File: src/rtl/systolic_result_writer_pkg.sv
// systolic_result_writer_pkg: shared widths, writer state enum and lane-mask helper
`ifndef DATA_WIDTH
`define DATA_WIDTH 16
`endif
`ifndef ADDR_WIDTH
`define ADDR_WIDTH 16
`endif
`ifndef DIM_WIDTH
`define DIM_WIDTH 16
`endif
`ifndef BANDWIDTH
`define BANDWIDTH 8
`endif
package systolic_result_writer_pkg;
  localparam int TILE_N = `BANDWIDTH;
  localparam int WR_ROW_W = $clog2(TILE_N) + 1;
  typedef enum logic [1:0] {IDLE, WRITE, DONE} wr_state_t;
  function automatic logic [`BANDWIDTH-1:0] lane_mask(input logic [WR_ROW_W-1:0] cols);
    logic [`BANDWIDTH:0] m;
    m = ((`BANDWIDTH+1)'(1) << cols) - (`BANDWIDTH+1)'(1);
    return m[`BANDWIDTH-1:0];
  endfunction
endpackage

File: src/rtl/systolic_result_writer_accum.sv
// systolic_result_writer_accum: loadable address accumulator (value = init, then += offset per en)
//   clock, reset : clock and sync active-high reset
//   load, init   : load init into value (priority over en)
//   en, offset   : add offset to value, wrapping modulo 2^ADDR_WIDTH
//   value        : current accumulated address
module systolic_result_writer_accum (
  input  logic                   clock,
  input  logic                   reset,
  input  logic                   load,
  input  logic                   en,
  input  logic [`ADDR_WIDTH-1:0] init,
  input  logic [`DIM_WIDTH-1:0]  offset,
  output logic [`ADDR_WIDTH-1:0] value
);
  always_ff @(posedge clock)
    if (reset) value <= '0;
    else if (load) value <= init;
    else if (en) value <= value + `ADDR_WIDTH'(offset);
endmodule

File: src/rtl/systolic_result_writer.sv
// systolic_result_writer: writes a captured N x N result tile to memory one row per accepted beat
//   clock, reset            : clock and sync active-high reset
//   start                   : capture request, ignored while busy
//   base_C, dim_col_C       : destination row-0 address and row stride
//   valid_rows, valid_cols  : edge-tile extents, clamped to N
//   In                      : result tile, row r at In[r*N*DW +: N*DW], lane c within the row
//   writeready              : memory accepts the beat when write && writeready
//   write, write_addr, writedata, writemask : row write request
//   busy, done              : busy in WRITE/DONE, done pulses once in DONE
module systolic_result_writer
  import systolic_result_writer_pkg::*;
#(
  parameter int N = TILE_N
) (
  input  logic                              clock,
  input  logic                              reset,
  input  logic                              start,
  input  logic [`ADDR_WIDTH-1:0]            base_C,
  input  logic [`DIM_WIDTH-1:0]             dim_col_C,
  input  logic [WR_ROW_W-1:0]               valid_rows,
  input  logic [WR_ROW_W-1:0]               valid_cols,
  input  logic [N*N*`DATA_WIDTH-1:0]        In,
  input  logic                              writeready,
  output logic                              write,
  output logic [`ADDR_WIDTH-1:0]            write_addr,
  output logic [`BANDWIDTH*`DATA_WIDTH-1:0] writedata,
  output logic [`BANDWIDTH-1:0]             writemask,
  output logic                              busy,
  output logic                              done
);
  wr_state_t state, next;
  logic [N-1:0][N*`DATA_WIDTH-1:0] tile;
  logic [WR_ROW_W-1:0] rows, cols, row;
  logic [`DIM_WIDTH-1:0] dim;
  logic [`ADDR_WIDTH-1:0] addr;
  logic accept, beat;
  assign accept = state == IDLE && start;
  assign beat = write && writeready;
  systolic_result_writer_accum u_addr (
    .clock(clock), .reset(reset), .load(accept), .en(beat),
    .init(base_C), .offset(dim), .value(addr)
  );
  always_ff @(posedge clock)
    if (reset) begin
      state <= IDLE;
      tile <= '0;
      rows <= '0;
      cols <= '0;
      row <= '0;
      dim <= '0;
    end else begin
      state <= next;
      if (accept) begin
        tile <= In;
        rows <= valid_rows > WR_ROW_W'(N) ? WR_ROW_W'(N) : valid_rows;
        cols <= valid_cols > WR_ROW_W'(N) ? WR_ROW_W'(N) : valid_cols;
        dim <= dim_col_C;
        row <= '0;
      end else if (beat) row <= row + WR_ROW_W'(1);
    end
  always_comb begin
    next = state == IDLE  ? (start ? (valid_rows != '0 ? WRITE : DONE) : IDLE) :
           state == WRITE ? (writeready && row == rows - WR_ROW_W'(1) ? DONE : WRITE) :
                            IDLE;
    write = state == WRITE;
    busy = state != IDLE;
    done = state == DONE;
    write_addr = write ? addr : '0;
    writedata = write ? tile[row[WR_ROW_W-2:0]] : '0;
    writemask = write ? lane_mask(cols) : '0;
  end
endmodule

File: config.mk
export PLATFORM = sky130hd
export DESIGN_NAME = systolic_result_writer
export DESIGN_NICKNAME = d
export VERILOG_FILES = /design/src/rtl/systolic_result_writer_pkg.sv /design/src/rtl/systolic_result_writer_accum.sv /design/src/rtl/systolic_result_writer.sv
export SDC_FILE = /design/constraint.sdc
export NUM_CORES = 2
export LEC_CHECK = 0
export ABC_AREA = 0
export BUFFER_PORTS_ARGS = -buffer_cell sky130_fd_sc_hd__buf_2
export CAP_MARGIN = 20
export CORE_AREA = 5 5 466 468
export DETAILED_ROUTE_END_ITERATION = 10
export DIE_AREA = 0 0 471 473
export GPL_TIMING_DRIVEN = 0
export PLACE_DENSITY = 0.51
export SLEW_MARGIN = 20
export SYNTH_ARGS = -nofsm -noshare
export SYNTH_HDL_FRONTEND = slang
export SYNTH_SLANG_ARGS = --single-unit
export TNS_END_PERCENT = 50
File: constraint.sdc
create_clock -name clock -period 2.4 [get_ports clock]
set_input_delay 0.12 -clock clock [delete_from_list [all_inputs] [get_ports clock]]
set_output_delay 0.12 -clock clock [all_outputs]
set_load 0.005 [all_outputs]
==> flow_metrics.env <==
export IMPL_p_leak_nw=29.5
export IMPL_syn_inst=5407
export IMPL_final_area_mm2=0.0745
export IMPL_finalSetupViolCount=132
export IMPL_synth_edf_count=0
export IMPL_slowest_delay_ps=520
export IMPL_dieWidth_um=471
export IMPL_power_density_mw_per_mm2=662
export IMPL_yosys_warnings=0
export IMPL_clk_pin_slew_worst_paths_ps=60
export IMPL_grt_pass1_wl_um=410000
export IMPL_routedWlPerCell_um=27.8
export IMPL_arrival_ps=2830
export IMPL_synth_ff_type="dfxtp_1"
export IMPL_synthesis_nets=6494
export IMPL_tritoncts="built"
export IMPL_cp_max_fo=6
export IMPL_switchingPower_mw=14.5
export IMPL_mostFrequentLayoutCell="nand2_1"
export IMPL_irDropWorstVdd_mv=0.634
export IMPL_initial_core_util_pct=21.4
export IMPL_seq_area_frac_synth_pct=46.9
export IMPL_final_hold_viol_count=0
export IMPL_critPathMostFrequentCell="buf_12"
export IMPL_netlist_area_mm2=0.0457
export IMPL_path_buf_inv=6
export IMPL_pwr_share_clk_pct=41.8
export IMPL_rows=170
export IMPL_maxCapViolations=0
export IMPL_tightestPinTransition_ps=1070
export IMPL_grt_total_usage_pct=26.0
export IMPL_netSwitchingFraction_pct=29.5
export IMPL_via_per_inst=4.78
export IMPL_cpMaxStageDelayCell="mux4_2"
export IMPL_min_path_cells=4
export IMPL_rsz0062_at_grt="true"
export IMPL_r2r_end="tile[757]"
export IMPL_pwr_share_comb_pct=18.4
export IMPL_num_io_pins=1223
export IMPL_clock_skew_ps=23.7
export IMPL_layout_setup_ws_ps=-552
export IMPL_grt_overflow=0
export IMPL_antenna_found_initial=141
export IMPL_grt_pass1_vias=53000
export IMPL_cts_root_buffer="clkbuf_16"
export IMPL_postPlaceCellArea_mm2=0.0557
export IMPL_ys_types=59
export IMPL_worstSetupPathType="reg2out"
export IMPL_layout_common_cells="nand2_1 (2115), buf_2 (1338), a21oi_1 (1068), dlygate4sd3_1 (1067), dfxtp_1 (1062)"
export IMPL_min_from="In[66]"
export IMPL_numCtsBuffers=133
export IMPL_post_route_util_pct=34.9
export IMPL_drt_iter0_markers=4489
export IMPL_critPathLaunchType="flip-flop"
export IMPL_portBuffers=1222
export IMPL_path_depth=9
export IMPL_area_growth_syn_to_layout_pct=63.1
export IMPL_insertion_delay_ps=790
export IMPL_async_flop_share_pct=0
export IMPL_crit_chain="buf_12 -> buf_16 -> buf_12 -> buf_4 -> clkbuf_16 -> mux4_2 -> mux2i_4 -> nor2_1 -> buf_2"
export IMPL_clock_fmax_ghz=0.339
export IMPL_cts_sinks=1070
export IMPL_critPathCaptureType="output pin"
export IMPL_dp_final_hpwl_um=237000
export IMPL_clk_path_buf_depth=3
export IMPL_num_vias=52300
export IMPL_post_route_drc_count=0
export IMPL_drt_total_wl_um=305000
export IMPL_reg2regPathDepth=7
export IMPL_syn_avg_cell_area_um2=8.44
export IMPL_gp_congestion=0.969
export IMPL_p_int_mw=34.7
export IMPL_holdPathEnd="tile[66]"
export IMPL_grt_start_max_net_pins=20
export IMPL_finalSetupTns_ps=-58960
export IMPL_core_area_mm2=0.213
export IMPL_dieArea_mm2=0.223
export IMPL_required_ps=2280
export IMPL_worstReg2RegStart="state[1]"
export IMPL_power_frac_seq_pct=39.8
export IMPL_violations="setup timing"
export IMPL_max_slew_margin_rel_pct=28.8
export IMPL_r2r_slack_ps=30
export IMPL_ant_nets=0
export IMPL_drv_slew=0
export IMPL_die_h_um=473
export IMPL_cts_htree_levels=4
export IMPL_synth_seq_cells=1070
export IMPL_fin_crit_ps=2950
export IMPL_finalCritPeriodShare_pct=123
export IMPL_run_status="finished, violations left"
export IMPL_firstDrtPassIters=8
export IMPL_cp_top_family="buffers and inverters"
export IMPL_drive_above_1_share_pct=27.1
export IMPL_hp_class="in2reg"
export IMPL_nNetsFinal=9026
==> per-stage QoR <==
| step | setup slack [ps] | hold slack, ps | cells | total power, mW |
|---|---|---|---|---|
| CTS | -715 | 37.6 | 10900 | 49.4 |
| floorplan | 252 | 256 | 5407 | 23.0 |
| global placement | -2300 | 364 | 9467 | 26.7 |
| finish | -552 | 126 | 11000 | 49.3 |
| detailed placement | -1460 | 369 | 9483 | 26.9 |
| global route | -692 | 71.4 | 10900 | 51.0 |
==> how the worst max path moves through the flow <==
stage                     startpoint                to  slack, ps
final                         row[0]     writedata[87]       -550
after global placement      state[1]    writedata[122]      -2300
after global routing          row[0]     writedata[40]       -690
after floorplan               dim[0]  u_addr.value[14]        250
after detailed placement      row[1]    writedata[127]      -1460
after CTS                     row[0]    writedata[124]       -710
==> area by class of cell <==
type / instances / area [um2]
Fill cell: 21800 / 139000
Multi-Input combinational cell: 3884 / 22800
Sequential cell: 1070 / 21400
Timing Repair Buffer: 2405 / 19000
Clock buffer: 191 / 3820
Tap cell: 2838 / 3550
Buffer: 438 / 3010
Clock inverter: 44 / 598
Antenna cell: 81 / 203
Inverter: 7 / 30.0
==> state kept, by name, indices dropped and copies added, names as in the netlist <==
name	count
cols	4
dim	16
row	4
rows	4
state	2
tile	1024
u_addr.value	16
==> synthesized netlist by cell type (2+ instances only) <==
cell	number	area share, %
a211oi_1	7	0.12
a21o_1	4	0.066
a21oi_1	1073	12
a21oi_2	2	0.038
a22oi_1	3	0.049
a311oi_1	4	0.077
and2_1	16	0.22
and3_1	3	0.041
buf_1	8	0.066
buf_2	205	2.2
buf_4	22	0.36
clkbuf_1	211	1.7
dfxtp_1	1070	47
ha_1	18	0.49
inv_1	7	0.058
mux2i_1	131	2.9
mux4_2	256	13
nand2_1	2115	17
nand2b_1	2	0.027
nand3_1	3	0.033
nand3b_1	6	0.099
nand4_1	4	0.055
nor2_1	160	1.3
nor3_1	9	0.099
nor4_1	2	0.027
o211ai_1	2	0.033
o21ai_0	4	0.044
o21ai_1	3	0.033
o221ai_1	3	0.058
o22a_1	2	0.038
o22ai_1	3	0.041
or2_2	3	0.041
or4_1	3	0.049
xnor2_1	12	0.23
xor2_1	7	0.13
==> power groups by stage <==
stage	logic (mW)	registers, mW	clock network [mW]
detailed placement	6.90	20.0	0
floorplan	3.33	19.7	0
finish	9.06	19.6	20.6
global placement	6.77	19.9	0
global route	9.58	19.7	21.7
CTS	8.87	19.6	20.9
==> worst min-delay path, cell delays in order <==
cell	delay [ps]
dlygate4sd3_1	530
buf_2	120
nand2_1	50
a21oi_1	50
==> routing by layer <==
metal | vias up | part of all wire [%] | track usage, %
met4 | 50 | 5.2 | 12.0
met5 | - | 0.11 | 0
li1 | 23400 | - | -
met2 | 2919 | 46 | 42.7
met3 | 713 | 8.0 | 6.35
met1 | 25300 | 41 | 32.3
==> what timing repair did <==
action,CTS,global route
hold buffers,1067,0
cloned,23,10
pin swaps,5,22
setup endpoints to repair,1190,298
resized for setup,410,134
setup buffers,47,31
endpoints found under the hold margin,1066,0
==> kinds of logic (layout without fill, tap and decap cells) <==
kind of cell,after synthesis,in the layout,share of synthesized area [%]
xor+xnor,19,19,0.364
flops,1070,1070,46.9
buf+inv,453,3085,4.47
simple gates,2336,2336,19.6
mux,388,388,15.5
compound gates,1122,1122,12.6
fa+ha+maj,19,19,0.537
other cells,0,81,0
Note: power is estimated with default switching activity, not from simulation.
